<file path="config.mk">
export PLATFORM = sky130hd
export DESIGN_NAME = vga_timing_gen
export DESIGN_NICKNAME = d
export VERILOG_FILES = /design/src/rtl/vga_timing_pkg.sv /design/src/rtl/sync_delay_line.sv /design/src/rtl/vga_timing_gen.sv
export SDC_FILE = /design/constraint.sdc
export NUM_CORES = 1
export LEC_CHECK = 0
export ABC_AREA = 1
export CAP_MARGIN = 30
export CELL_PAD_IN_SITES_DETAIL_PLACEMENT = 2
export CELL_PAD_IN_SITES_GLOBAL_PLACEMENT = 2
export CORE_MARGIN = 3
export CORE_UTILIZATION = 28
export CTS_CLUSTER_SIZE = 8
export DETAILED_ROUTE_END_ITERATION = 8
export PLACE_DENSITY = 0.93
export SYNTH_ARGS = -nofsm -noshare
export SYNTH_HDL_FRONTEND = slang
export SYNTH_HIERARCHICAL = 1
export SYNTH_SLANG_ARGS = --single-unit
</file>
<file path="constraint.sdc">
create_clock -name vga_clk -period 3.6 [get_ports vga_clk]
set_clock_uncertainty 0.2 [all_clocks]
set_input_delay 0.72 -clock vga_clk [delete_from_list [all_inputs] [get_ports vga_clk]]
set_output_delay 0.72 -clock vga_clk [all_outputs]
set_load 0.02 [all_outputs]
</file>
<file path="src/rtl/vga_timing_pkg.sv">
// Shared VGA 640x480@60 timing constants, coordinate type and window-decode helper.
package vga_timing_pkg;

  typedef logic [9:0] coord_t;

  localparam int unsigned VGA_H_VISIBLE = 640;
  localparam int unsigned VGA_H_FP      = 16;
  localparam int unsigned VGA_H_SYNC    = 96;
  localparam int unsigned VGA_H_BP      = 48;
  localparam int unsigned VGA_V_VISIBLE = 480;
  localparam int unsigned VGA_V_FP      = 10;
  localparam int unsigned VGA_V_SYNC    = 2;
  localparam int unsigned VGA_V_BP      = 33;

  localparam int unsigned VGA_H_TOTAL  = VGA_H_VISIBLE + VGA_H_FP + VGA_H_SYNC + VGA_H_BP;
  localparam int unsigned VGA_V_TOTAL  = VGA_V_VISIBLE + VGA_V_FP + VGA_V_SYNC + VGA_V_BP;
  localparam int unsigned VGA_HS_START = VGA_H_VISIBLE + VGA_H_FP;
  localparam int unsigned VGA_HS_END   = VGA_HS_START + VGA_H_SYNC;
  localparam int unsigned VGA_VS_START = VGA_V_VISIBLE + VGA_V_FP;
  localparam int unsigned VGA_VS_END   = VGA_VS_START + VGA_V_SYNC;

  // Half-open window test [lo, hi) in unsigned 10-bit arithmetic.
  function automatic logic in_window(coord_t v, coord_t lo, coord_t hi);
    return (v >= lo) && (v < hi);
  endfunction

endpackage

</file>
<file path="src/rtl/sync_delay_line.sv">
// Fixed-depth register shift line; every stage resets to all-ones. DEPTH=0 is a wire.
module sync_delay_line #(
  parameter int unsigned WIDTH = 2,
  parameter int unsigned DEPTH = 1
) (
  input  logic             clk,
  input  logic             reset,
  input  logic [WIDTH-1:0] din,
  output logic [WIDTH-1:0] dout
);

  if (DEPTH == 0) begin : g_pass
    assign dout = din;
  end else begin : g_pipe
    logic [WIDTH-1:0] stage [DEPTH];

    always_ff @(posedge clk) begin
      if (reset) begin
        for (int unsigned i = 0; i < DEPTH; i++) stage[i] <= '1;
      end else begin
        stage[0] <= din;
        for (int unsigned i = 1; i < DEPTH; i++) stage[i] <= stage[i-1];
      end
    end

    assign dout = stage[DEPTH-1];
  end

endmodule

</file>
<file path="src/rtl/vga_timing_gen.sv">
// Raster timing generator: hc/vc counters, visible-region decode and delayed active-low syncs.
module vga_timing_gen
  import vga_timing_pkg::*;
#(
  parameter int unsigned H_VISIBLE  = VGA_H_VISIBLE,
  parameter int unsigned H_FP       = VGA_H_FP,
  parameter int unsigned H_SYNC     = VGA_H_SYNC,
  parameter int unsigned H_BP       = VGA_H_BP,
  parameter int unsigned V_VISIBLE  = VGA_V_VISIBLE,
  parameter int unsigned V_FP       = VGA_V_FP,
  parameter int unsigned V_SYNC     = VGA_V_SYNC,
  parameter int unsigned V_BP       = VGA_V_BP,
  parameter int unsigned SYNC_DELAY = 1
) (
  input  logic       vga_clk,
  input  logic       reset,
  output logic [9:0] DrawX,
  output logic [9:0] DrawY,
  output logic       blank,
  output logic       hs,
  output logic       vs,
  output logic       line_start,
  output logic       frame_start
);

  localparam int unsigned H_TOTAL  = H_VISIBLE + H_FP + H_SYNC + H_BP;
  localparam int unsigned V_TOTAL  = V_VISIBLE + V_FP + V_SYNC + V_BP;
  localparam int unsigned HS_START = H_VISIBLE + H_FP;
  localparam int unsigned HS_END   = HS_START + H_SYNC;
  localparam int unsigned VS_START = V_VISIBLE + V_FP;
  localparam int unsigned VS_END   = VS_START + V_SYNC;

  localparam coord_t H_LAST     = coord_t'(H_TOTAL - 1);
  localparam coord_t V_LAST     = coord_t'(V_TOTAL - 1);
  localparam coord_t H_VIS_C    = coord_t'(H_VISIBLE);
  localparam coord_t V_VIS_C    = coord_t'(V_VISIBLE);
  localparam coord_t HS_START_C = coord_t'(HS_START);
  localparam coord_t HS_END_C   = coord_t'(HS_END);
  localparam coord_t VS_START_C = coord_t'(VS_START);
  localparam coord_t VS_END_C   = coord_t'(VS_END);

  if (H_TOTAL > 1024 || V_TOTAL > 1024) begin : g_bad_total
    $error("vga_timing_gen: H_TOTAL/V_TOTAL exceed the 10-bit counter range");
  end
  if (SYNC_DELAY > 4) begin : g_bad_delay
    $error("vga_timing_gen: SYNC_DELAY must be 0..4");
  end

  coord_t     hc;
  coord_t     vc;
  logic [1:0] sync_raw;
  logic [1:0] sync_dly;

  always_ff @(posedge vga_clk) begin
    if (reset) begin
      hc <= '0;
      vc <= '0;
    end else if (hc == H_LAST) begin
      hc <= '0;
      vc <= (vc == V_LAST) ? '0 : vc + 10'd1;
    end else begin
      hc <= hc + 10'd1;
    end
  end

  // Sync decode ignores reset; the delay line forces the inactive level instead.
  always_comb begin
    blank       = 1'b0;
    line_start  = 1'b0;
    frame_start = 1'b0;
    sync_raw    = '1;
    if (!reset) begin
      blank       = (hc < H_VIS_C) && (vc < V_VIS_C);
      line_start  = (hc == '0);
      frame_start = (hc == '0) && (vc == '0);
    end
    sync_raw[1] = !in_window(hc, HS_START_C, HS_END_C);
    sync_raw[0] = !in_window(vc, VS_START_C, VS_END_C);
  end

  sync_delay_line #(
    .WIDTH (2),
    .DEPTH (SYNC_DELAY)
  ) u_sync_delay (
    .clk   (vga_clk),
    .reset (reset),
    .din   (sync_raw),
    .dout  (sync_dly)
  );

  assign DrawX = hc;
  assign DrawY = vc;
  assign hs    = sync_dly[1];
  assign vs    = sync_dly[0];

endmodule

</file>
Word level (Yosys, flattened, before mapping)
Memories as Yosys holds them, arrays and structs flattened.
Cells that the tools add are included.
Word-level totals
  register bits after elaboration: 20
  RAM bits: 2
  input bits: 2
  output and inout bits: 25
  logic and storage cells: 32
  memories: 1
Operators by class
  add/subtract/negate cells: 2
  order comparisons: 6
  equal/unequal tests: 2
  mux-type cells: 9
  reduce and logical (&&, ||, !) cells: 10
Memories
  u_sync_delay.g_pipe.stage: depth 1, width 2, rd ports 1, clocked after Yosys merged registers in 0, wr ports 1, RTL line sync_delay_line.sv:15  | logic [WIDTH-1:0] stage [DEPTH];
Operators by type and width (count)
  adder 10 x 1 -> 10 bit (second input constant): 2
  equality test 10 bit (second input constant): 2
  logical NOT 10 bit: 2
  less-than comparator 10 bit (second input constant): 2
  less-than comparator 10 x 9 -> 1 bit (second input constant): 2
  >= comparator 10 bit (second input constant): 1
  >= comparator 10 x 9 -> 1 bit (second input constant): 1
  two-way mux 10 bit: 1
  two-way mux 1 bit: 7
  logical AND 1 bit: 4
  OR reduction 2 bit: 2
  logical NOT 1 bit: 2
  two-way mux 2 bit: 1

Logic depth before layout (Yosys ltp)
  depth in word-level cells: 4
  depth in mapped cells: 9

Modules after synthesis
The synthesis kept the hierarchy.
By module, submodules not included
  vga_timing_gen: times used 1, cells each 178, area an instance 1157.4 um2, seq. area each 400.4 um2
  sync_delay_line: times used 1, cells each 7, area an instance 58.8 um2, seq. area each 40.0 um2

Worst setup path before layout
Ideal clock, no wire load.
  kind: input-to-output
  start: input port reset
  end: output port frame_start
  arrival: 1.441 ns
  path slack: 1.239 ns
  stages on the path: 3
  buffers on the path: 0
  cell sequence: clkinv_1 nand3_1 nor3_1
On the way
  cells in the longest elaborated chain, start to end: 1
RTL lines
  start: declaration: RTL line vga_timing_gen.sv:16  | input logic reset,
  two-way mux 1 bit: RTL line vga_timing_gen.sv:72  | if (!reset) begin
  end: declaration: RTL line vga_timing_gen.sv:23  | output logic frame_start
No other way between the ends.

Final worst setup path
Same ends and word-level chain as after synthesis.

==> impl_metrics.json <==
{
  "outcome": "completed",
  "wl_met1_um": 1920,
  "async_flop_share_pct": 0,
  "clkTransAtPathRegs_ns": 0.08,
  "drv_slew": 0,
  "cts_resized": 0,
  "fin_crit_sh_pct": 89.6,
  "area_growth_pct": 30.6,
  "nets": 223,
  "grt_pass1_wl_um": 6980,
  "synth.largest_area_cell": "dfxtp_1",
  "yosysWarnings": 6,
  "fmax_mhz": 310,
  "critPathTopFamily": "buffers and inverters",
  "utilization_pct": 38.9,
  "cp-end-kind": "output port",
  "wl_met3_um": 65,
  "h-tree-depth": 1,
  "timing.slew.headroom_pct": 77.9,
  "row_count": 23,
  "cp.arrival_ns": 2.31,
  "required_ns": 2.68,
  "die_y_um": 71.9,
  "antenna_found_initial": 0,
  "critical_path.startpoint_type": "input pin",
  "ir_drop_v": 0.000103,
  "synth_fp_nets": 191,
  "finalCriticalPeriod_ns": 3.23,
  "path_cells": "clkdlybuf4s50_1 > clkinv_1 > nand3_1 > nor3_1 > clkdlybuf4s50_1",
  "drt_pass1_iterations": 4,
  "dieWidth_um": 71.9,
  "dp_hpwl_um": 3140,
  "setup_viol": 0,
  "cts_max_path_buffers": 2,
  "critPathKind": "input pin to output port",
  "dieArea_sq_mm": 0.00517,
  "gp_congestion": 0.748,
  "stdcell_count": 265,
  "synth_area_per_cell_sq_um": 6.57,
  "core-area_sq_mm": 0.00409,
  "wl_per_cell_um": 15.5,
  "fillCellCount": 515,
  "cts_tree": "built",
  "post_cts_buffers": 0,
  "grt_use_total_pct": 17.2,
  "io_pins": 27,
  "ys_seq_area_share_pct": 36.2,
  "antennaDiodeCount": 0,
  "cp_num_buf_inv": 3,
  "worstHoldPathType": "register to register",
  "finalWorstSetupSlack_ns": 0.374,
  "synth-seq-cells": 22,
  "grt_pass1_vias": 1414,
  "clock_latency_ns": 0.26,
  "grt_max_degree": 12,
  "pwr_density_cell_mw_per_mm2": 281,
  "fin_tns_setup_ns": 0,
  "crit_fanout": 8,
  "worstMarginPinSlew_ns": 0.331,
  "cts_buffers": 3,
  "maxCapViolCount": 0,
  "cts_hold_buf": 0,
  "initial_utilization_pct": 29.8,
  "drive_gt1_share_pct": 7.44,
  "numPortBuffers": 26,
  "synth.distinct_cells": 22,
  "remaining_drc_errors": 0,
  "wl_um": 4120,
  "netlist.area_leader.share_pct": 36.2,
  "ys.flop_type": "dfxtp_1",
  "drt_iter0_drc": 46,
  "critPathMostFrequentCell": "clkdlybuf4s50_1",
  "p_leak_nw": 0.653,
  "critPathSlowestCell": "clkdlybuf4s50_1",
  "highest_layer": "met4",
  "clockRootBuffer": "clkbuf_8",
  "via_per_inst": 4.82,
  "rsz0062_at_grt": "no",
  "syn_inst": 185,
  "cts_sinks": 22,
  "finalHoldViolations": 0,
  "grt.overflow.total": 0,
  "post-place-ws_ns": 0.350,
  "synth_edf_count": 0,
  "yosys-top-cells-area": "dfxtp_1 (36%), nand2_1 (14%), inv_1 (9.3%)",
  "dp.cells": 262,
  "wl_met2_um": 2040,
  "critPathMaxStageDelay_ns": 0.63,
  "synthesis.area_sq_mm": 0.00122,
  "vias": 1278,
  "ant_nets": 0
}
==> stage by stage <==
| step | hold slack, ns | total power [mW] | instance area (sq um) |
|---|---|---|---|
| floorplan | 0.340 | 0.276 | 1220 |
| global placement | 0.277 | 0.294 | 1550 |
| detailed placement | 0.305 | 0.296 | 1550 |
| CTS | 0.324 | 0.457 | 1590 |
| global route | 0.363 | 0.467 | 1590 |
| finish | 0.307 | 0.446 | 1590 |
==> final cells by class <==
class	instances	area, sq um	share of cell area, %
Timing Repair Buffer	27	268	16.9
Sequential cell	22	440	27.7
Tap cell	50	62.6	3.94
Multi-Input combinational cell	131	654	41.2
Inverter	32	121	7.64
Clock buffer	3	41.3	2.60
==> per-layer routing <==
layer	track usage (%)	up-vias
met3	1.39	8
met4	7.10	0
li1	-	642
met2	29.1	18
met5	0	-
met1	22.6	610
==> synth_stat cells (2+ instances only) <==
library cell and count:
o21ai_1 3, xor2_1 3, nor3_1 5, a21oi_1 4
nand2_1 45, o21ai_2 2, nand3_1 17, inv_1 30
nor2_2 4, nand2_2 2, nand4_1 6, nand3b_1 2
ha_1 4, nor2_1 29, dfxtp_1 22
==> final timing paths <==
check                           slack [ns]  cells past startpoint                 from                     to
worst max register to register        1.82                      8  DrawX[0]$_SDFF_PP0_  DrawY[3]$_SDFFE_PP0N_
worst min register to register        0.31                      1  DrawX[0]$_SDFF_PP0_    DrawX[0]$_SDFF_PP0_
worst min-delay path                  0.31                      1  DrawX[0]$_SDFF_PP0_    DrawX[0]$_SDFF_PP0_
worst max-delay path                  0.37                      5                reset            frame_start
==> power by group <==
part | internal (mW) | leakage (nW) | switching [mW]
sequential | 0.246 | 0.178 | 0.00446
clock | 0.0748 | 0.0216 | 0.0809
combinational | 0.0171 | 0.454 | 0.0224
total | 0.338 | 0.653 | 0.108
==> flip-flops by register name (all words and copies together) (netlist names) <==
name                       count
DrawX                         10
DrawY                         10
u_sync_delay/g_pipe.stage      2
==> kinds of logic after synthesis <==
group	after synthesis	synth area share, %
AND/OR/NAND/NOR	112	41.2
buffers and inverters	32	9.98
flip-flops	22	36.2
AO/OA/AOI/OAI	11	5.66
XOR/XNOR	4	2.88
adder cells (fa/ha/maj)	4	4.12
==> cells in the final DEF, fill, tap and decap left out, drive strengths merged <==
cell            n
o21bai          1
clkdlybuf4s50  26
nor3            5
buf             1
nand2          48
nor2           34
xnor2           1
nand3b          2
a21oi           4
nand4           6
clkbuf          3
clkinv          2
nand3          17
inv            30
o21ai           6
dfxtp          22
xor2            3
ha              4
(Power assumes the default switching activity.)
==> edit 1, RTL diff (config.mk and constraints unchanged) <==
Reset style: asynchronous (`reset`), changed in 2 clocked blocks. Comments in the files are not updated.
--- a/src/rtl/sync_delay_line.sv
+++ b/src/rtl/sync_delay_line.sv
@@ -14,7 +14,7 @@
   end else begin : g_pipe
     logic [WIDTH-1:0] stage [DEPTH];
 
-    always_ff @(posedge clk) begin
+    always_ff @(posedge clk or posedge reset) begin
       if (reset) begin
         for (int unsigned i = 0; i < DEPTH; i++) stage[i] <= '1;
       end else begin
--- a/src/rtl/vga_timing_gen.sv
+++ b/src/rtl/vga_timing_gen.sv
@@ -51,7 +51,7 @@
   logic [1:0] sync_raw;
   logic [1:0] sync_dly;
 
-  always_ff @(posedge vga_clk) begin
+  always_ff @(posedge vga_clk or posedge reset) begin
     if (reset) begin
       hc <= '0;
       vc <= '0;
Behaviour: differs if reset is asserted again (counterexample within 4 cycles, from zero or initial values and one cycle with reset high); with reset held inactive, the same outputs for 10 cycles.
==> edit 1 against the original RTL <==
Fmax shrank 0.66%. Synthesized cell count shrank 7.6%. Routed wire length shrank 1.3%. Count of clock-buffer cells in the layout grew 1. Via count shrank 0.39%. Setup slack lost 21 ps. Sequential cell count is the same. Die area grew 5.2%. Sequential share of layout area grew 5.8 points. Synthesized area grew 5.7%. Final area grew 3.9%.
Power is not compared: it rests on default switching activity, and its combinational part moved more than twofold at a synthesized area within 25%.
==> edit 1: results (changes against the original RTL) <==
- WHS Endpoint: DrawX[2] (was DrawX[0])
- Clock input transition at the sequential cells of the worst setup and hold paths: 80 ps (about the same)
- Post-synth ARST share: 100% (was 0%)
- Initial antenna violation count: 0 (unchanged)
- RR Startpoint: DrawY[0] (was DrawX[0])
- Relative slew slack: 76.8% (was 77.9%)
- WP data arrival: 2330 ps (was 2310 ps)
- Worst skew pair latency: 260 ps (about the same)
- First-iteration detailed-routing DRC count: 49 (was 46)
- Final hold slack: 350 ps (was 307 ps)
- FF-to-FF End: DrawY[0] (was DrawY[3])
- Dpl ws: 319 ps (was 350 ps)
- IO Port Bufs: 26 (unchanged)
- CTS max path bufs: 2 (unchanged)
- Yosys Warn Count: 6 (unchanged)
- Syn Nets: 177 (was 191)
- Fin nets: 207 (was 223)
- First-pass GRT wire length: 7080 um (was 6980 um)
- Commonest cells post-synth: 39 x nand2_1, 26 x inv_1, 23 x nor2_1 (was 45 x nand2_1, 30 x inv_1, 29 x nor2_1)
- RePlAce Congestion: 0.802 (was 0.748)
- Seq/Total Area, Yosys: 43.0% (was 36.2%)
- Num CTS Buffers: 3 (unchanged)
- Netlist cell types: 23 (was 22)
- Antenna-violating nets left: 0 (unchanged)
- Hold Path Class: flop to flop (unchanged)
- Maximum number of pins on one net before global-route repair: 21 (was 12)
- Crit-path max FO: 3 (was 8)
- Filler cell count: 539 (was 515)
- Status: complete, no violations (unchanged)
- Hold path start: DrawX[2] (was DrawX[0])
- Share of layout cells above drive strength 1: 7.00% (was 7.44%)
- Via-per-instance ratio: 5.05 (was 4.82)
- Gr usage total: 17.0% (was 17.2%)
- Vias in the first global route: 1381 (was 1414)
- Hpwl dp: 3200 um (was 3140 um)
- N_diodes: 0 (unchanged)
- Row cnt: 24 (was 23)
- Reg2Reg Setup Slack: 1670 ps (was 1820 ps)
- Worst R2R Path Depth: 7 (was 8)
- Pwr Total: around 0.44 mW
- Final wirelength: 4060 um (was 4120 um)
- Top cells by area, synth: dfrtp_1 39%, nand2_1 11%, inv_1 7.6% (was dfxtp_1 36%, nand2_1 14%, inv_1 9.3%)
-- edit 1: changes by cell type after synthesis, moves of 3 or more --
cell / change
dfxtp_1: -22
dfrtp_1: +20
nand2_1: -6
nor2_1: -6
nand3_1: -5
nand4_1: +5
o21ai_0: +5
inv_1: -4
inv_2: +3
-- edit 1: cells by family after synthesis --
kind of cell             count (synthesis)  share of synthesized area, %
AO/OA/AOI/OAI                           11                          4.38
XOR/XNOR                                 4                          2.73
flip-flops                              22                          43.0
AND/OR/NAND/NOR                         99                          35.7
buffers and inverters                   31                          10.2
adder cells (fa/ha/maj)                  4                          3.89
-- edit 1: final cells by class --
type,count,area [um2],share of cell area (%)
multi-input cells,118,601,36.4
well taps,52,65.1,3.94
repair buffers,27,268,16.2
flip-flops and latches,22,553,33.5
inverters,29,109,6.60
clock buffers,4,55.1,3.34
-- edit 1: worst max-delay path, cell delays in order --
cell	delay (ps)
clkdlybuf4s50_1	450
inv_1	130
nand4_1	130
nor4_1	260
clkdlybuf4s50_1	640
-- edit 1: worst max-delay path by stage --
stage | startpoint | endpoint | slack (ps) | cells past startpoint
floorplan | reset | frame_start | 570 | 3
global placement | reset | frame_start | 350 | 5
detailed placement | reset | frame_start | 320 | 5
CTS | reset | frame_start | 310 | 5
global route | reset | frame_start | 180 | 5
finish | reset | frame_start | 350 | 5
-- edit 1: routing by layer --
metal / global-route usage, % / vias up / part of all wire (%)
met5: 0 / - / 0
met4: 3.62 / 0 / 0.89
li1: - / 609 / -
met3: 2.46 / 2 / 2.7
met1: 22.3 / 639 / 46
met2: 29.4 / 23 / 51
-- edit 1: stage by stage --
step	utilization (%)	area, um2	instances
6_report	37.6	1650	252
5_1_grt	37.6	1650	252
4_1_cts	37.6	1650	252
3_5_place_dp	36.4	1600	248
3_3_place_gp	36.4	1600	248
2_1_floorplan	-	1280	171
==> edit 2, RTL diff (same flow settings) <==
Without the edit above. Register the outputs `hs` and `vs`, without a reset; this adds one clock of latency there. The other outputs are not delayed to match.
--- a/src/rtl/vga_timing_gen.sv
+++ b/src/rtl/vga_timing_gen.sv
@@ -90,8 +90,10 @@
 
   assign DrawX = hc;
   assign DrawY = vc;
-  assign hs    = sync_dly[1];
-  assign vs    = sync_dly[0];
+  always_ff @(posedge vga_clk) begin
+    hs <= sync_dly[1];
+    vs <= sync_dly[0];
+  end
 
 endmodule
 
Check against the original RTL: not equivalent (a bounded check fails within 4 cycles, from zero or initial values and one cycle with reset high).
==> edit 2 against the original RTL <==
Sequential cell count up 2. Final area increased by 2.5%. Largest cell class unchanged. Routed wire length down 1.4%. Synthesized cell count increased by 1.1%. Largest power group unchanged. Highest routed layer unchanged. Setup slack got worse by 22 ps. Total power is 6.4% higher. Combinational power about the same. Utilization rose by 0.16 points. Synthesized area is 3.3% higher.
==> edit 2: results (changes against the original RTL) <==
- Initial antenna violation count: 0 (unchanged)
- Seq/Total Area, Yosys: 38.2% (was 36.2%)
- WHS Endpoint: vs (was DrawX[0])
- First-iteration detailed-routing DRC count: 72 (was 46)
- CTS max path bufs: 2 (unchanged)
- Worst setup path class: primary input to primary output (unchanged)
- Via-per-instance ratio: 4.85 (was 4.82)
- Hold path start: u_sync_delay/g_pipe.stage[0][0] (was DrawX[0])
- Final hold slack: 133 ps (was 307 ps)
- WP data arrival: 2330 ps (was 2310 ps)
- Filler cell count: 507 (was 515)
- Dpl ws: 308 ps (was 350 ps)
- Crit-path max FO: 8 (unchanged)
- RePlAce Congestion: 0.777 (was 0.748)
- # resized after CTS: 0 (unchanged)
- Num CTS Buffers: 3 (unchanged)
- VDD IR-drop max: 0.130 mV (was 0.103 mV)
- DP Area: 1590 um2 (was 1550 um2)
- Gate power share: 8.3% (was 8.9%)
- First-pass GRT wire length: 6920 um (was 6980 um)
- Hpwl dp: 3160 um (was 3140 um)
- Met1 usage: 21.7% (was 22.6%)
- N_diodes: 0 (unchanged)
- Placed Instances: 264 (was 262)
- Fin cells: 267 (was 265)
- Routed met1 length: 1880 um (was 1920 um)
- Commonest cells post-synth: 45 x nand2_1, 30 x inv_1, 29 x nor2_1 (unchanged)
- LEAKAGE: 0.669 nW (was 0.653 nW)
- Worst-margin pin slew: 275 ps (was 331 ps)
- Grt met2 use: 27.7% (was 29.1%)
- FF-to-FF End: DrawY[8] (was DrawY[3])
- Clk. pwr: 0.162 mW (was 0.156 mW)
- Maximum number of pins on one net before global-route repair: 13 (was 12)
- Post-synth ARST share: 0% (unchanged)
- Combinational power: 0.0394 mW (was 0.0395 mW)
- Vias in the first global route: 1356 (was 1414)
- Status: complete, no violations (unchanged)
- Worst R2R Path Depth: 9 (was 8)
- Period Utilization, post-route: 90.2% (was 89.6%)
- Syn Area/Cell: 6.72 um2 (was 6.57 um2)
- Number of hold buffers added after CTS: 0 (unchanged)
- Met2 Wirelength: 1990 um (was 2040 um)
- Share of layout cells above drive strength 1: 7.37% (was 7.44%)
- Met3 WL: 99 um (was 65 um)
- CTS Root Cell: clkbuf_8 (unchanged)
- Critical path destination: blank (was frame_start)
- RR Startpoint: DrawY[1] (was DrawX[0])
- Gr usage total: 16.6% (was 17.2%)
- Yosys Warn Count: 6 (unchanged)
- Top cells by area, synth: dfxtp_1 38%, nand2_1 13%, inv_1 9.0% (was dfxtp_1 36%, nand2_1 14%, inv_1 9.3%)
- Syn Nets: 193 (was 191)
- Avg WL per Cell: 15.2 um (was 15.5 um)
- Detailed Routing Iterations Pass 1: 4 (unchanged)
- Switching Fraction: 24.0% (was 24.2%)
- Met3 usage: 2.62% (was 1.39%)
- Fin nets: 225 (was 223)
- Hold Path Stages: 0 (was 1)
edit 2: cell count changes after synthesis, sizes merged:
| cell | delta |
|---|---|
| dfxtp | +2 |
edit 2: layout make-up:
class                           instances  area (um2)  area share, %
Inverter                               32         121           7.46
Multi-Input combinational cell        131         654           40.2
Timing Repair Buffer                   27         268           16.4
Clock buffer                            3        41.3           2.54
Tap cell                               50        62.6           3.84
Sequential cell                        24         480           29.5
edit 2: cell families (layout without fill, tap and decap cells):
family / after synthesis / after routing / share of synthesized area, %
adder cells (fa/ha/maj): 4 / 4 / 3.98
XOR/XNOR: 4 / 4 / 2.79
buffers and inverters: 32 / 62 / 9.66
AO/OA/AOI/OAI: 11 / 11 / 5.48
flip-flops: 24 / 24 / 38.2
AND/OR/NAND/NOR: 112 / 112 / 39.8
edit 2: worst max-delay path, delay by kind of cell:
kind	cells	cell delay [ps]
buffers and inverters	3	1260
and+or+nand+nor	2	350
